File: config.mk
export PLATFORM = sky130hd
export DESIGN_NAME = wor_irq_capture
export DESIGN_NICKNAME = d
export VERILOG_FILES = /design/src/rtl/wor_irq_capture.sv
export SDC_FILE = /design/constraint.sdc
export NUM_CORES = 1
export LEC_CHECK = 0
export ABC_AREA = 0
export BUFFER_PORTS_ARGS = -buffer_cell sky130_fd_sc_hd__buf_2
export CAP_MARGIN = 20
export CORE_ASPECT_RATIO = 0.6
export CORE_MARGIN = 2
export CORE_UTILIZATION = 34
export CTS_CLUSTER_SIZE = 40
export DETAILED_ROUTE_END_ITERATION = 10
export MAX_ROUTING_LAYER = met4
export SETUP_SLACK_MARGIN = 0.5
export SKIP_LAST_GASP = 1
export SLEW_MARGIN = 20
export SYNTH_ARGS = -nofsm -noshare
export SYNTH_HDL_FRONTEND = slang
export SYNTH_SLANG_ARGS = --single-unit
File: constraint.sdc
create_clock -name clk -period 2.2 [get_ports clk]
set_input_delay 0.44 -clock clk [delete_from_list [all_inputs] [get_ports clk]]
set_output_delay 0.44 -clock clk [all_outputs]
set_load 0.01 [all_outputs]
File: src/rtl/wor_irq_capture.sv
// wor_irq_capture: synchronize and glitch-filter a wired-OR interrupt
// net, then record filtered rising edges as a pending flag and count.
module wor_irq_capture #(
    parameter int SYNC_STAGES = 2,
    parameter int FILT_LEN    = 4,
    parameter int CNT_W       = 8
) (
    input  logic             clk,
    input  logic             rst_n,
    input  logic             irq_wor,
    input  logic             enable,
    input  logic             ack,
    output logic             irq_level,
    output logic             pending,
    output logic [CNT_W-1:0] event_cnt,
    output logic             overflow
);

    typedef enum logic [1:0] {
        LOW,
        RISE_CHK,
        HIGH,
        FALL_CHK
    } filt_state_t;

    localparam int FW = (FILT_LEN > 1) ? $clog2(FILT_LEN) : 1;
    localparam logic [FW-1:0] FCNT_LAST = FW'(FILT_LEN - 1);
    localparam logic [FW-1:0] FCNT_ONE  = FW'(1);
    localparam logic [CNT_W-1:0] CNT_MAX = '1;
    localparam logic [CNT_W-1:0] CNT_ONE = CNT_W'(1);
    localparam bit   FILT_BYPASS = (FILT_LEN == 1);

    logic [SYNC_STAGES-1:0] sync_ff;
    logic                   sync_q;
    filt_state_t            state_q;
    logic [FW-1:0]          fcnt_q;
    logic                   rise_evt;
    logic                   record;

    assign sync_q = sync_ff[SYNC_STAGES-1];

    // Shift the asynchronous net through the synchronizer chain
    always_ff @(posedge clk or negedge rst_n) begin
        if (!rst_n) begin
            sync_ff <= '0;
        end else begin
            sync_ff <= {sync_ff[SYNC_STAGES-2:0], irq_wor};
        end
    end

    // Decode the edge on which the filter commits to HIGH
    always_comb begin
        rise_evt = 1'b0;
        if (sync_q) begin
            if (state_q == RISE_CHK && fcnt_q == FCNT_LAST) begin
                rise_evt = 1'b1;
            end
            if (FILT_BYPASS && state_q == LOW) begin
                rise_evt = 1'b1;
            end
        end
    end

    assign record = rise_evt & enable;

    // Filter FSM; level output registered alongside the state
    always_ff @(posedge clk or negedge rst_n) begin
        if (!rst_n) begin
            state_q   <= LOW;
            fcnt_q    <= '0;
            irq_level <= 1'b0;
        end else begin
            unique case (state_q)
                LOW: begin
                    if (sync_q) begin
                        if (FILT_BYPASS) begin
                            state_q   <= HIGH;
                            irq_level <= 1'b1;
                        end else begin
                            state_q <= RISE_CHK;
                            fcnt_q  <= FCNT_ONE;
                        end
                    end
                end
                RISE_CHK: begin
                    if (!sync_q) begin
                        state_q <= LOW;
                        fcnt_q  <= '0;
                    end else if (fcnt_q == FCNT_LAST) begin
                        state_q   <= HIGH;
                        fcnt_q    <= '0;
                        irq_level <= 1'b1;
                    end else begin
                        fcnt_q <= fcnt_q + FCNT_ONE;
                    end
                end
                HIGH: begin
                    if (!sync_q) begin
                        if (FILT_BYPASS) begin
                            state_q   <= LOW;
                            irq_level <= 1'b0;
                        end else begin
                            state_q <= FALL_CHK;
                            fcnt_q  <= FCNT_ONE;
                        end
                    end
                end
                FALL_CHK: begin
                    if (sync_q) begin
                        state_q <= HIGH;
                        fcnt_q  <= '0;
                    end else if (fcnt_q == FCNT_LAST) begin
                        state_q   <= LOW;
                        fcnt_q    <= '0;
                        irq_level <= 1'b0;
                    end else begin
                        fcnt_q <= fcnt_q + FCNT_ONE;
                    end
                end
                default: begin
                    state_q   <= LOW;
                    fcnt_q    <= '0;
                    irq_level <= 1'b0;
                end
            endcase
        end
    end

    // Record enabled rise events; an event beats a coincident ack
    always_ff @(posedge clk or negedge rst_n) begin
        if (!rst_n) begin
            pending   <= 1'b0;
            event_cnt <= '0;
            overflow  <= 1'b0;
        end else if (record) begin
            pending <= 1'b1;
            if (ack) begin
                event_cnt <= CNT_ONE;
                overflow  <= 1'b0;
            end else if (event_cnt != CNT_MAX) begin
                event_cnt <= event_cnt + CNT_ONE;
            end else begin
                overflow <= 1'b1;
            end
        end else if (ack) begin
            pending   <= 1'b0;
            event_cnt <= '0;
            overflow  <= 1'b0;
        end
    end

endmodule

==> results_dict.tcl, run 1 <==
set metrics [dict create \
    max_freq_mhz 608 \
    grt_pass1_wl_um 2790 \
    synth_top_flop_cell "dfrtp_1" \
    min_period_ns 1.65 \
    leakagePower_nw 0.479 \
    power_density_mw_per_mm2 718 \
    grt_pass1_vias 601 \
    clockBufferDepth 2 \
    vias 691 \
    layout.nets 111 \
    synth_edf_count 0 \
    via_per_inst 5.23 \
    place_area_um2 933 \
    end_kind "flop" \
    grt_overflow 0 \
    port_buffers 15 \
    async_reset_ff_frac 1.00 \
    setup_tns_ns 0 \
    finalWirelength_um 1760 \
    synth_nets 89 \
    endpoint "event_cnt[5]" \
    grt_busiest_layer "met1" \
    grt_util_met2 0.176 \
    die_x_um 67.8 \
    gp_congestion 0.778 \
    required_ns 2.38 \
    yosys_warnings 0 \
    skew_ns 0.00361 \
    cap_violations 0 \
    drv_slew 0 \
    cts_root_buf "clkbuf_8" \
    synth_seq_cells 17 \
    ir_drop_v 0.000364 \
    grt_start_max_net_pins 18 \
    hpwl_um 1200 \
    antennaDiodeCount 0 \
    hp-class "primary input to asynchronous set/reset pin" \
    die_h_um 42.3 \
    io_pins 16 \
    drtAntennaViolNets 0 \
    synth_area_leaders "dfrtp_1 (51%), a21oi_1 (6.0%), ha_1 (4.5%), o21ai_0 (3.6%), a311oi_1 (3.2%)" \
    post-synth-top-area-cell "dfrtp_1" \
    status "completed" \
    hold_viol_final 0 \
    synthDominantCellAreaShare 0.512 \
    grt_util_all_layers 0.137 \
    synth_area_um2 831 \
    cp_max_fo 5 \
    cts-buffers-inserted 3 \
    core_mm2 0.00224 \
    dr.pass1.iters 4 \
    worst_pin_slew_ns 0.387 \
    worstPathArrival_ns 1.83 \
    worst_setup_path_start_kind "flop" \
    met3_usage 0.0565 \
    die-area_mm2 0.00287 \
    finalSetupViolations 0 \
    rr_endpoint "event_cnt[5]" \
    avgRoutedWirePerCell_um 13.3 \
    synth.distinct_cells 32 \
    antenna_found_initial 0 \
    fin_crit_sh 0.748 \
    fp-row-count 13 \
    reg2reg_depth 5 \
    timing.rr.start "fcnt_q[1]" \
    syn_area_per_cell_um2 10.3 \
    fin_area_mm2 0.00104 \
    cts_tree "done" \
    critPathLaunch "fcnt_q[1]" \
    rsz0062_at_grt "no" \
    worstSkewPairLatency_ns 0.25 \
    clk_pin_slew_ns 0.07 \
    drc 0 \
    crit_type "flop to flop" \
    drt_iter0_drc 22 \
    area_delta_synth_final_pct 25.3 \
    htree_num_levels 1 \
    syn-instance-count 81 \
    ctsHoldBuffers 0 \
    use_met1 0.190 \
    initial_utilization 0.370 \
    cts.sinks 17 \
    yosysSeqAreaShare 0.512 \
    drive_above_1_share 0.353 \
    slew_headroom 0.742 \
    rrSetupSlack_ns 0.55 \
]
## cell usage after synthesis (2+ instances only)
cell type / instances
inv_1: 3
o21ai_0: 6
nand3_1: 2
ha_1: 3
dfrtp_1: 17
o31ai_1: 2
mux2i_1: 2
or4_1: 2
nor2_1: 4
and3_1: 3
a21oi_1: 10
a311oi_1: 3
nand2_1: 5
## metal layers
| layer | wire [µm] | vias up |
|---|---|---|
| li1 | - | 340 |
| met1 | 905 | 322 |
| met2 | 730 | 27 |
| met3 | 109 | 2 |
| met4 | 17 | 0 |
| met5 | 0 | - |
## final cells by class
type	instances	area, µm²
multi-input cells	58	407
repair buffers	20	113
well taps	30	37.5
clock buffers	4	45.0
flip-flops and latches	17	428
fillers	216	1200
inverters	3	11.3
## timing repair
item / CTS / global route
setup buffers: 1 / 4
endpoints found under the setup margin: 1 / 3
gates resized for setup: 0 / 7
pin swaps: 0 / 2
hold endpoints to repair: 0 / 0
gates cloned: 0 / 1
## flip-flops by register name, summed over array words and instances, names as in the netlist, named ones only
register / flops
event_cnt: 8
fcnt_q: 2
sync_ff: 2
irq_level: 1
overflow: 1
pending: 1
state_q: 1
## kinds of logic (layout without fill, tap and decap cells)
group | after synthesis | count (layout) | synth area share
xor gates and xnor gates | 1 | 1 | 0.0105
muxes | 3 | 3 | 0.0377
buffers and inverters | 7 | 27 | 0.0437
adders and majority gates | 3 | 3 | 0.0452
AOI/OAI and AO/OA | 24 | 24 | 0.173
and+or+nand+nor | 26 | 27 | 0.178
DFF | 17 | 17 | 0.512
## worst min-delay path by stage
stage               slack [ns]  depth (start not counted)        from                          to
floorplan                 0.14                          0       rst_n  asynchronous set/reset pin
global placement          0.33                          0  sync_ff[0]                  sync_ff[1]
detailed placement        0.34                          0  sync_ff[0]                  sync_ff[1]
CTS                       0.11                          1       rst_n                   fcnt_q[0]
global route              0.12                          1       rst_n                   fcnt_q[0]
finish                    0.10                          1       rst_n                   fcnt_q[0]
## report_power, final
part	switching [mW]	leakage, nW	total, mW	internal (mW)
registers	0.0363	0.219	0.381	0.345
clock network	0.104	0.0228	0.232	0.128
logic	0.0668	0.237	0.135	0.0678
total	0.207	0.479	0.748	0.541
## through the flow
step | total power, mW | setup WS, ns | hold WS (ns) | instances | util
final | 0.748 | 0.554 | 0.101 | 132 | 0.464
after CTS | 0.739 | 0.502 | 0.113 | 127 | 0.439
after floorplan | 0.463 | 0.530 | 0.144 | 81 | -
after global routing | 0.797 | 0.491 | 0.125 | 132 | 0.464
after detailed placement | 0.489 | 0.519 | 0.338 | 122 | 0.416
after global placement | 0.487 | 0.542 | 0.335 | 122 | 0.416
## worst max-delay path, stage by stage (launching register included)
cell,delay (ns)
dfrtp_1,0.38
ha_2,0.20
and4b_2,0.28
nand2_4,0.08
or4_4,0.51
a21oi_2,0.12
## cells in the final DEF, fill, tap and decap left out, types with 2 or more instances in the layout
| cell type | count |
|---|---|
| o31ai_1 | 2 |
| and3_1 | 3 |
| buf_2 | 15 |
| dfrtp_2 | 2 |
| nand2_1 | 5 |
| a311oi_1 | 3 |
| inv_1 | 3 |
| a21oi_1 | 9 |
| nand3_1 | 2 |
| dfrtp_1 | 15 |
| o21ai_0 | 6 |
| nor2_1 | 4 |
| clkbuf_8 | 3 |
| mux2i_1 | 2 |
| buf_4 | 5 |
(Power assumes the default switching activity.)
==> inputs of run 2 (changes only) <==
==> constraint.sdc (replaced) <==
create_clock -name clk -period 1.6 [get_ports clk]
set_input_delay 0.32 -clock clk [delete_from_list [all_inputs] [get_ports clk]]
set_output_delay 0.32 -clock clk [all_outputs]
set_load 0.01 [all_outputs]
==> results_dict.tcl, run 2 (synthesis gave the netlist of run 1 again) <==
set metrics [dict create \
    status "finished, violations left" \
    violations "setup timing" \
    io_pins 16 \
    via_per_inst 5.41 \
    drtAntennaViolNets 0 \
    leakagePower_nw 0.581 \
    power_density_mw_per_mm2 902 \
    fp-row-count 13 \
    finalWirelength_um 2180 \
    ir_drop_v 0.000458 \
    rr_endpoint "event_cnt[5]" \
    avgRoutedWirePerCell_um 14.5 \
    hp-class "primary input to flop" \
    hold_depth 1 \
    worst_slack_ns -0.0362 \
    port_buffers 15 \
    rsz0062_at_grt "yes" \
    grt_overflow 0 \
    drive_above_1_share 0.525 \
    power_mw 1.17 \
    reg2reg_depth 5 \
    cts.sinks 17 \
    fin_area_mm2 0.00130 \
    hold_viol_final 0 \
    cts_tree "done" \
    cap_violations 0 \
    cts-buffers-inserted 3 \
    gp_congestion 0.784 \
    worst_setup_path_start_kind "flop" \
    worstPathArrival_ns 1.83 \
    clk_pin_slew_ns 0.07 \
    min_delay_worst_endpoint "sync_ff[0]" \
    dr.pass1.iters 4 \
    grt_start_max_net_pins 18 \
    timing.rr.start "fcnt_q[1]" \
    antennaDiodeCount 0 \
    core_mm2 0.00224 \
    required_ns 1.79 \
    skew_ns 0.00932 \
    drt_iter0_drc 52 \
    cts_root_buf "clkbuf_8" \
    largest_registers "event_cnt (8), fcnt_q (2), sync_ff (2)" \
    final_cell_mix "buf_6 (15), buf_4 (14), dfrtp_1 (13)" \
    vias 812 \
    end_kind "flop" \
    top_register "event_cnt" \
    grt_util_all_layers 0.164 \
    cp_slowest_cell "or4_4" \
    cp_max_fo 5 \
    area_delta_synth_final_pct 56.3 \
    min_period_ns 1.64 \
    slew_headroom 0.740 \
    critical_path_buf_inv_count 0 \
    finalSetupViolations 1 \
    die_x_um 67.8 \
    largest_reg_flops 8 \
    crit_family "simple AND/OR/NAND/NOR gates" \
    antenna_found_initial 0 \
    initial_utilization 0.370 \
    worst_pin_slew_ns 0.388 \
    cp_slowest_stage_delay_ns 0.55 \
    drv_slew 0 \
    hpwl_um 1360 \
    max_freq_mhz 611 \
    layout.nets 129 \
    path_cells "ha_2, and4b_1, nand2_2, or4_4, a21oi_2" \
    place_area_mm2 0.00103 \
    grt_pass1_wl_um 3320 \
    die_h_um 42.3 \
    grt_pass1_vias 695 \
    hp-start "irq_wor" \
    htree_num_levels 1 \
    fin_crit_sh 1.02 \
    final_common_cell "buf_6" \
    die-area_mm2 0.00287 \
    fillerInstances 170 \
    drc 0 \
    clockBufferDepth 2 \
    crit_type "flop to flop" \
    rrSetupSlack_ns -0.04 \
    worstSkewPairLatency_ns 0.26 \
    setup_tns_ns -0.0362 \
]
run 2: worst max-delay path by stage:
| stage | cells after the start | to | slack, ns | from |
|---|---|---|---|---|
| 2_1_floorplan | 6 | event_cnt[5] | -0.07 | event_cnt[0] |
| 3_3_place_gp | 5 | event_cnt[3] | 0.03 | event_cnt[0] |
| 3_5_place_dp | 5 | event_cnt[3] | 0.01 | fcnt_q[1] |
| 4_1_cts | 5 | event_cnt[3] | 0.03 | fcnt_q[1] |
| 5_1_grt | 5 | event_cnt[5] | -0.08 | fcnt_q[0] |
| 6_report | 5 | event_cnt[5] | -0.04 | fcnt_q[1] |
run 2: worst reg2reg max path: cells and delay by family, from the launching register on:
kind,cells,cell delay (ns)
simple gates,3,0.89
flops,1,0.35
fa+ha+maj,1,0.18
compound gates,1,0.16
run 2: layout make-up:
type	count	area [µm²]	share of cell area
Tap cell	30	37.5	0.0289
Inverter	3	11.3	0.00867
Sequential cell	17	430	0.331
Timing Repair Buffer	39	329	0.253
Multi-Input combinational cell	57	445	0.343
Clock buffer	4	45.0	0.0347
run 2: layer usage:
| layer | global-route usage | vias up | routed length (µm) |
|---|---|---|---|
| met5 | - | - | 0 |
| met4 | 0.0480 | 0 | 47 |
| met3 | 0.0645 | 11 | 156 |
| met2 | 0.216 | 35 | 912 |
| met1 | 0.231 | 390 | 1060 |
| li1 | - | 376 | - |
run 2: metrics by stage:
stage | worst slack [ns] | utilization | hold WS (ns) | instances
CTS | 0.0324 | 0.546 | 0.164 | 146
global route | -0.0780 | 0.579 | 0.170 | 150
detailed placement | 0.0117 | 0.461 | 0.268 | 135
finish | -0.0362 | 0.579 | 0.170 | 150
global placement | 0.0297 | 0.461 | 0.269 | 135
floorplan | -0.0695 | - | 0.0244 | 81
run 2: where the power goes:
part           internal, mW  switching, mW
combinational         0.186          0.158
clock                 0.177          0.150
sequential            0.474         0.0268
run 2: repair_timing:
action | in CTS | in global routing
pin swaps | 9 | 7
endpoints found under the hold margin | 17 | 0
hold buffers | 1 | 0
gates resized for setup | 22 | 13
endpoints found under the setup margin | 22 | 26
buffers inserted | 6 | 4
gates cloned | 0 | 0
